<file path="config.mk">
export PLATFORM = sky130hd
export DESIGN_NAME = pipe_stage_reg_flat
export DESIGN_NICKNAME = d
export VERILOG_FILES = /design/src/rtl/pipe_stage_reg_if.sv /design/src/rtl/pipe_stage_reg.sv /design/src/flat_wrapper.sv
export SDC_FILE = /design/constraint.sdc
export NUM_CORES = 1
export LEC_CHECK = 0
export BUFFER_PORTS_ARGS = -buffer_cell sky130_fd_sc_hd__buf_4
export CAP_MARGIN = 20
export CORE_UTILIZATION = 42
export CTS_CLUSTER_DIAMETER = 120
export CTS_CLUSTER_SIZE = 24
export DETAILED_ROUTE_END_ITERATION = 12
export GPL_ROUTABILITY_DRIVEN = 0
export PLACE_DENSITY = 0.69
export SLEW_MARGIN = 25
export SYNTH_ARGS = -nofsm -noshare
export SYNTH_HDL_FRONTEND = slang
export SYNTH_SLANG_ARGS = --single-unit
</file>
<file path="constraint.sdc">
create_clock -name clock -period 1.19 [get_ports clock]
set_input_delay 0.0595 -clock clock [delete_from_list [all_inputs] [get_ports clock]]
set_output_delay 0.0595 -clock clock [all_outputs]
set_load 0.02 [all_outputs]
</file>
<file path="src/rtl/pipe_stage_reg_if.sv">
// Handshake bundle for one pipeline stage: upstream in_* side and downstream out_* side.
// "slave" is the stage's view; "master" is the view of whoever drives and sinks it.
interface pipe_stage_reg_if #(
    parameter int DATA_W = 69,
    parameter int CTRL_W = 2
);
    logic              in_valid;
    logic              in_ready;
    logic [DATA_W-1:0] in_data;
    logic [CTRL_W-1:0] in_ctrl;
    logic              out_valid;
    logic              out_ready;
    logic [DATA_W-1:0] out_data;
    logic [CTRL_W-1:0] out_ctrl;

    modport slave (
        input  in_valid, in_data, in_ctrl, out_ready,
        output in_ready, out_valid, out_data, out_ctrl
    );

    modport master (
        output in_valid, in_data, in_ctrl, out_ready,
        input  in_ready, out_valid, out_data, out_ctrl
    );
endinterface

</file>
<file path="src/rtl/pipe_stage_reg.sv">
// Parametrised pipeline stage register with a 2-entry skid buffer, flush and stall support.
// Optional stall performance counter enabled by defining PIPE_STAGE_PERF_EN.
//
// Handshake: a beat moves upstream->stage when in_valid && in_ready at a rising edge,
// and stage->downstream when out_valid && out_ready; in_ready is registered and depends
// only on occupancy, so the skid entry absorbs the beat that arrives as the stage fills.
module pipe_stage_reg #(
    parameter int DATA_W = 69,
    parameter int CTRL_W = 2
) (
    input  logic              clock,
    input  logic              reset,
    pipe_stage_reg_if.slave   bus,
    input  logic              flush,
    output logic [31:0]       stall_count,
    output logic [1:0]        dbg_state
);

    typedef enum logic [1:0] {
        EMPTY = 2'd0,
        ONE   = 2'd1,
        TWO   = 2'd2
    } state_t;

    state_t            state_q;
    state_t            state_d;
    logic              in_ready_q;
    logic              out_valid_q;
    logic [DATA_W-1:0] main_data;
    logic [CTRL_W-1:0] main_ctrl;
    logic [DATA_W-1:0] skid_data;
    logic [CTRL_W-1:0] skid_ctrl;

    logic accept;
    logic drain;
    logic load_main_in;
    logic load_skid_in;
    logic move_skid;

    assign accept = bus.in_valid && in_ready_q;
    assign drain  = out_valid_q && bus.out_ready;

    always_comb begin
        state_d      = state_q;
        load_main_in = 1'b0;
        load_skid_in = 1'b0;
        move_skid    = 1'b0;
        if (flush) begin
            state_d = EMPTY;
        end else begin
            case (state_q)
                EMPTY: begin
                    if (accept) begin
                        load_main_in = 1'b1;
                        state_d      = ONE;
                    end
                end
                ONE: begin
                    if (accept && drain) begin
                        load_main_in = 1'b1;
                    end else if (accept) begin
                        load_skid_in = 1'b1;
                        state_d      = TWO;
                    end else if (drain) begin
                        state_d = EMPTY;
                    end
                end
                TWO: begin
                    if (drain) begin
                        move_skid = 1'b1;
                        state_d   = ONE;
                    end
                end
                default: state_d = EMPTY;
            endcase
        end
    end

    always_ff @(posedge clock) begin
        if (reset) begin
            state_q     <= EMPTY;
            in_ready_q  <= 1'b1;
            out_valid_q <= 1'b0;
            main_data   <= '0;
            main_ctrl   <= '0;
            skid_data   <= '0;
            skid_ctrl   <= '0;
        end else begin
            state_q     <= state_d;
            in_ready_q  <= (state_d != TWO);
            out_valid_q <= (state_d != EMPTY);
            if (load_main_in) begin
                main_data <= bus.in_data;
                main_ctrl <= bus.in_ctrl;
            end else if (move_skid) begin
                main_data <= skid_data;
                main_ctrl <= skid_ctrl;
            end
            if (load_skid_in) begin
                skid_data <= bus.in_data;
                skid_ctrl <= bus.in_ctrl;
            end
        end
    end

    assign bus.in_ready  = in_ready_q;
    assign bus.out_valid = out_valid_q;
    assign bus.out_data  = main_data;
    // Gate control so a stale write enable never leaks out of an empty stage.
    assign bus.out_ctrl  = out_valid_q ? main_ctrl : '0;
    assign dbg_state     = state_q;

`ifdef PIPE_STAGE_PERF_EN
    logic [31:0] stall_q;

    always_ff @(posedge clock) begin
        if (reset) begin
            stall_q <= '0;
        end else if (out_valid_q && !bus.out_ready && (stall_q != 32'hFFFF_FFFF)) begin
            stall_q <= stall_q + 32'd1;
        end
    end

    assign stall_count = stall_q;
`else
    assign stall_count = 32'd0;
`endif

endmodule

</file>
<file path="src/flat_wrapper.sv">
// flat-port wrapper written by rule: the top's interface ports become plain ports
module pipe_stage_reg_flat 
#(
    parameter int DATA_W = 69,
    parameter int CTRL_W = 2
)
  (clock, reset, flush, stall_count, dbg_state, bus_in_valid, bus_in_data, bus_in_ctrl, bus_out_ready, bus_in_ready, bus_out_valid, bus_out_data, bus_out_ctrl);
  pipe_stage_reg_if #(.DATA_W(DATA_W), .CTRL_W(CTRL_W)) bus_i ();
  input  logic clock;
  input  logic reset;
  input  logic flush;
  output logic [31:0] stall_count;
  output logic [1:0] dbg_state;
  input wire logic [$bits(bus_i.in_valid)-1:0] bus_in_valid;
  input wire logic [$bits(bus_i.in_data)-1:0] bus_in_data;
  input wire logic [$bits(bus_i.in_ctrl)-1:0] bus_in_ctrl;
  input wire logic [$bits(bus_i.out_ready)-1:0] bus_out_ready;
  output wire logic [$bits(bus_i.in_ready)-1:0] bus_in_ready;
  output wire logic [$bits(bus_i.out_valid)-1:0] bus_out_valid;
  output wire logic [$bits(bus_i.out_data)-1:0] bus_out_data;
  output wire logic [$bits(bus_i.out_ctrl)-1:0] bus_out_ctrl;
  assign bus_i.in_valid = bus_in_valid;
  assign bus_i.in_data = bus_in_data;
  assign bus_i.in_ctrl = bus_in_ctrl;
  assign bus_i.out_ready = bus_out_ready;
  assign bus_in_ready = bus_i.in_ready;
  assign bus_out_valid = bus_i.out_valid;
  assign bus_out_data = bus_i.out_data;
  assign bus_out_ctrl = bus_i.out_ctrl;
  pipe_stage_reg #(.DATA_W(DATA_W), .CTRL_W(CTRL_W)) u_core (.clock(clock), .reset(reset), .bus(bus_i), .flush(flush), .stall_count(stall_count), .dbg_state(dbg_state));
endmodule
</file>
==> results of run 1 <==
synth_stat cells:
library cell / number / area share (%)
dfxtp_1: 146 / 43
o21ai_0: 143 / 10
a21oi_1: 72 / 5.3
nand3b_1: 72 / 7.9
a311oi_1: 71 / 9.1
nand3_1: 71 / 5.2
nor3_1: 71 / 5.2
clkbuf_1: 56 / 3.1
buf_4: 36 / 4.0
buf_2: 25 / 1.8
buf_6: 16 / 2.6
and2_1: 2 / 0.18
nand2_1: 2 / 0.11
a21bo_1: 1 / 0.15
a21boi_4: 1 / 0.28
and4_1: 1 / 0.13
and4b_1: 1 / 0.15
and4bb_1: 1 / 0.18
conb_1: 1 / 0.055
nand2_2: 1 / 0.092
nand4_1: 1 / 0.092
nand4b_1: 1 / 0.13
nand4bb_1: 1 / 0.17
nor2_1: 1 / 0.055
nor2b_1: 1 / 0.092
nor3b_1: 1 / 0.11
o211a_1: 1 / 0.15
o211ai_1: 1 / 0.11
o21a_1: 1 / 0.11
power by group:
group          leakage [nW]  internal [mW]  switching [mW]  total [mW]
sequential             1.19           5.10           0.122        5.22
clock                 0.289           3.35            2.13        5.48
combinational          2.29           1.13            1.34        2.48
total                  3.77           9.58            3.60        13.2
what timing repair did:
action,CTS,global route
endpoints found under the hold margin,79,0
endpoints found under the setup margin,146,146
resized for setup,97,101
gates cloned,7,5
hold buffers,72,0
setup buffers,10,5
pin swaps,115,73
cell families (layout without fill, tap and decap cells):
group                  after synthesis  count (layout)
other                                1              32
buffers and inverters              133             332
and+or+nand+nor                    228             228
AOI/OAI and AO/OA                  291             291
DFF                                146             146
flip-flops by register name, summed over array words and instances, names as in the netlist:
name / flops
u_core.skid_ctrl: 2
u_core.bus.in_ready: 1
u_core.bus.out_data: 69
u_core.dbg_state: 2
u_core.bus.out_valid: 1
u_core.main_ctrl: 2
u_core.skid_data: 69
metal layers:
layer  vias up  part of all wire [%]  global-route usage [%]
li1       3390                     -                       -
met1      3532                    42                    31.9
met2       287                    50                    42.3
met3        35                   5.6                    4.91
met4         0                   1.9                    9.55
met5         -                     0                       0
final timing paths:
| kind | startpoint | cells after the start | slack [ns] | end |
|---|---|---|---|---|
| worst max register to register | u_core.dbg_state[0]$_SDFF_PP0_ | 5 | -0.30 | u_core.bus.out_data[24]$_SDFFE_PP0P_ |
| worst min-delay path | reset | 2 | 0.05 | u_core.skid_data[12]$_SDFFE_PP0P_ |
| worst min register to register | u_core.skid_data[46]$_SDFFE_PP0P_ | 2 | 0.48 | u_core.skid_data[46]$_SDFFE_PP0P_ |
| worst max-delay path | u_core.dbg_state[0]$_SDFF_PP0_ | 5 | -0.30 | u_core.bus.out_data[24]$_SDFFE_PP0P_ |
worst reg2reg max path: stages (launching register included):
cell	delay, ns
dfxtp_4	0.35
and4b_4	0.37
buf_12	0.13
buf_16	0.14
nand3b_1	0.10
a311oi_1	0.30
area by class of cell:
cell class | count | area, sq um | area share (%)
sequential | 146 | 2940 | 26.9
clock buffer | 19 | 443 | 4.06
timing repair buffer | 300 | 3080 | 28.2
clock inverter | 13 | 160 | 1.47
tap | 216 | 270 | 2.47
multi-input combinational | 551 | 4030 | 36.9
stage by stage:
step	setup TNS, ns	total power [mW]	hold slack [ns]	cells	util [%]
after global placement	-17.85	7.19	0.333	1120	52.3
after CTS	-25.28	13.0	0.0402	1241	65.2
after floorplan	-9.20	6.43	0.207	830	-
after global routing	-35.28	13.6	0.0757	1245	68.8
final	-27.20	13.2	0.0478	1245	68.8
after detailed placement	-22.28	7.20	0.341	1120	52.3
==> qor.csv, run 1 <==
stage,metric,value,unit
routing,drt wl/cell,18.3,um
setup_path,Critical Path RT,1.52,ns
routing,Vias,7244,
setup_path,critical path's largest stage delay,0.37,ns
logic_synthesis,Synth Area per Inst,8.53,sq um
setup_path,Critical Path End Type,flip-flop,
sta,highest clock rate,671,MHz
routing,"antenna viol nets, final",0,
final_layout,layout cells sized above 1,38.4,%
global_route,largest net degree at the start of global routing,109,
logic_synthesis,main combinational cell family by area after synthesis,compound AO/OA/AOI/OAI gates,
clock_tree,Root Driver,clkbuf_16,
logic_synthesis,Syn Inst Count,799,
die,I/O pins,183,
setup_path,crit path kind,reg2reg,
sta,final setup vio count,146,
die,die height,129,um
setup_path,critical-path cell list,and4b_4 -> buf_12 -> buf_16 -> nand3b_1 -> a311oi_1,
logic_synthesis,mux contribution to synthesized area,0,%
routing,drt pass-1 iters,5,
final_layout,most frequent cells in the layout,"buf_4, dfxtp_1, o21ai_0",
clock_tree,clock tree buffer depth,2,
final_layout,Final #Nets,1092,
placement,post-detail-place hpwl,12000,um
final_layout,Final Cell Area,10900,sq um
clock_tree,Clock Pin Slew Worst Setup and Hold Paths,0.06,ns
logic_synthesis,Yosys warning count,0,
placement,# port buffers,150,
hold_path,Min-Delay Path Class,in2reg,
global_route,vias in the first global route,6530,
setup_path,CP top delay family,simple AND/OR/NAND/NOR gates,
clock_tree,clk sink count,146,
placement,DP Area,8310,sq um
setup_path,CP max FO,12,
setup_path,critical path arrival,1.82,ns
sta,Setup Skew,0.0103,ns
routing,Post-Route WL,22700,um
global_route,GRT overflow,0,
logic_synthesis,Yosys reg bits,146,
final_layout,area grow syn2layout,60.2,%
outcome,violated checks,setup timing,
die,total die area,16700,sq um
logic_synthesis,Adder-Cell Fraction of Synth Area,0,%
logic_synthesis,XOR/XNOR share of the synthesized area,0,%
pwr,P_leak,3.77,nW
clock_tree,H-Tree Depth,4,
logic_synthesis,Compound-Gate Fraction of Synth Area,25.7,%
global_route,overall global routing resource usage,25.2,%
setup_path,crit path launch type,flip-flop,
routing,Starting DRT DRC Count,547,
clock_tree,Worst-Skew Late Latency,0.43,ns
pwr,pwr/cell area,1210,nW/um^2
final_layout,Fillers,1200,
setup_path,slowest cell on the critical path,and4b_4,
final_layout,"most common cell after layout, fill and taps aside",buf_4,
outcome,status,"finished, violations left",
sta,setup ws final,-0.301,ns
global_route,first-pass GRT wire length,33200,um
die,initial core utilization,42.9,%
sta,final hold viol count,0,
logic_synthesis,count of different cell masters after synthesis,29,
logic_synthesis,Post-Synth Simple-Gate Area,19.8,%
die,width of the die,129,um
final_layout,diode count,0,
logic_synthesis,Mapped Area,6820,sq um
die,Core ar.,15900,sq um
job,max cap viols,0,
die,row count,46,
sta,Slew Limit Fails,0,
routing,Vias/cell,5.82,
setup_path,CP bufs+invs,2,
sta,crit share post-route,125,%
clock_tree,TritonCTS clock tree,yes,
logic_synthesis,register area share after synthesis,42.9,%
sta,Period minus WS final,1.49,ns
routing,residual DRC count,0,
sta,RSZ-0062 raised after global routing,yes,
placement,pre-CTS worst setup slack,-0.300,ns
clock_tree,TritonCTS buffer count,17,
global_route,initial antenna violation count,0,
pwr,maximum VDD drop,1.07,mV
Power figures use the tool's default switching activity.
==> inputs of run 2 (changes only) <==
MAX_ROUTING_LAYER = met4   (was unset)
SKIP_LAST_GASP = 1   (was unset)
TNS_END_PERCENT = 5   (was unset)
==> run 2 against run 1 <==
The run still ends with setup timing left. Maximum frequency up 1.4%. Register-to-register slack better by 0.02 ns. Count of clock-buffer cells in the layout stayed put. Die area did not move. Clock power shrank 4.0%. Sequential share of layout area grew 3.0 points. Total power down 4.6%. Sequential power about the same. First-iteration DRC count is 13% higher. Largest cell class unchanged.
==> qor.csv, run 2 (synthesized netlist as in run 1, its figures left out) <==
stage,metric,value,unit
sta,Period minus WS final,1.47,ns
routing,Vias/cell,5.61,
clock_tree,H-Tree Depth,4,
global_route,largest net degree at the start of global routing,71,
clock_tree,clock tree buffer depth,2,
clock_tree,Worst-Skew Late Latency,0.43,ns
outcome,violated checks,setup timing,
die,width of the die,129,um
final_layout,diode count,0,
final_layout,FF/Latch Area,2940,sq um
clock_tree,clk sink count,146,
final_layout,Fillers,1371,
final_layout,Final Core Density,61.8,%
sta,Setup Skew,0.00538,ns
global_route,first-pass GRT wire length,31100,um
die,die height,129,um
final_layout,fin cells,1228,
final_layout,area grow syn2layout,44.1,%
outcome,status,"finished, violations left",
routing,"antenna viol nets, final",0,
global_route,GRT overflow,0,
die,I/O pins,183,
sta,final setup vio count,146,
routing,met2 wire length,10200,um
final_layout,layout cells sized above 1,25.1,%
placement,Placed Cells incl. Taps,1105,
hold_path,Min-Delay Path Class,in2reg,
setup_path,Critical Path End Type,flip-flop,
routing,drt wl/cell,17.4,um
pwr,P_leak,3.57,nW
setup_path,crit path kind,reg2reg,
die,initial core utilization,42.9,%
die,Core ar.,15900,sq um
sta,RSZ-0062 raised after global routing,yes,
clock_tree,TritonCTS buffer count,17,
routing,Starting DRT DRC Count,620,
routing,residual DRC count,0,
final_layout,"most common cell after layout, fill and taps aside",buf_4,
sta,final hold viol count,0,
sta,TNS Setup,-25.12,ns
sta,Slew Limit Fails,0,
placement,# port buffers,150,
routing,WL met1,9440,um
clock_tree,TritonCTS clock tree,yes,
global_route,initial antenna violation count,0,
final_layout,multi-input logic area,3280,sq um
hold_path,Hold Crit Start,bus_in_valid,
clock_tree,Clock Pin Slew Worst Setup and Hold Paths,0.06,ns
routing,Met3 Wirelength,1360,um
setup_path,critical path arrival,1.81,ns
pwr,maximum VDD drop,1.05,mV
global_route,overall global routing resource usage,24.2,%
routing,drt pass-1 iters,5,
pwr,pwr/cell area,1280,nW/um^2
setup_path,Critical Path RT,1.53,ns
final_layout,Final #Nets,1075,
routing,Vias,6892,
sta,worst hold slack,0.0607,ns
placement,post-detail-place hpwl,11400,um
final_layout,most frequent cells in the layout,"buf_4, dfxtp_1, o21ai_0",
setup_path,Setup crit start,u_core.dbg_state[0]$_SDFF_PP0_,
global_route,vias in the first global route,6162,
sta,highest clock rate,680,MHz
die,total die area,16700,sq um
die,row count,46,
setup_path,r2r startpoint,u_core.dbg_state[0]$_SDFF_PP0_,
routing,uppermost layer routed,met4,
sta,setup ws final,-0.280,ns
job,max cap viols,0,
setup_path,crit path launch type,flip-flop,
setup_path,CP max FO,7,
sta,crit share post-route,124,%
pwr,Tot Pwr,12.6,mW
clock_tree,Root Driver,clkbuf_16,
routing,Post-Route WL,21300,um
==> run 2: cell types whose count changed in the layout (fill, tap and decap cells not counted), sizes merged, moves of 2 or more <==
cell,previous run,this run
clkbuf,24,28
buf,223,200
dlygate4sd3,72,74
clkinvlp,3,6
==> run 2: critical path: stages, from the launching register on <==
cell      delay (ns)
dfxtp_4         0.36
and4b_4         0.35
buf_12          0.15
buf_12          0.13
nand3b_1        0.10
a311oi_2        0.28
==> run 2: final timing paths <==
path                                           to  slack (ns)  cells after the start
max          u_core.bus.out_data[50]$_SDFFE_PP0P_       -0.28                      5
min                u_core.dbg_state[0]$_SDFF_PP0_        0.06                      3
max reg2reg  u_core.bus.out_data[50]$_SDFFE_PP0P_       -0.28                      5
min reg2reg      u_core.skid_ctrl[0]$_SDFFE_PP0P_        0.47                      2
==> run 2: stage by stage <==
| step | worst slack (ns) | cell area, sq um |
|---|---|---|
| after global routing | -0.349 | 9820 |
| after CTS | -0.252 | 9480 |
| after detailed placement | -0.250 | 8160 |
| after global placement | -0.198 | 8160 |
| final | -0.280 | 9820 |
| after floorplan | -0.0911 | 6960 |
==> run 2: area by class of cell <==
cell class / instances / area share, %
Clock buffer: 19 / 4.51
Clock inverter: 13 / 1.40
Multi-Input combinational cell: 551 / 33.4
Sequential cell: 146 / 29.9
Tap cell: 216 / 2.75
Timing Repair Buffer: 283 / 28.1
==> run 2: power breakdown <==
| group | switching [mW] | leakage, nW | total (mW) | internal (mW) |
|---|---|---|---|---|
| clock network | 2.14 | 0.267 | 5.26 | 3.13 |
| logic | 1.14 | 2.11 | 2.09 | 0.950 |
| registers | 0.120 | 1.19 | 5.22 | 5.10 |
==> run 2: repair_timing <==
action | CTS | global route
gates cloned | 0 | 10
hold buffers | 74 | 0
endpoints found under the hold margin | 76 | 0
pin swaps | 0 | 21
resized for setup | 0 | 10
setup buffers | 0 | 7
endpoints found under the setup margin | 146 | 146
==> run 2: layer usage <==
metal  global-route usage (%)  vias to the layer above
met5                        -                        -
met4                     10.1                        0
met3                     4.54                       35
met2                     37.4                      265
met1                     31.1                     3263
li1                         -                     3329
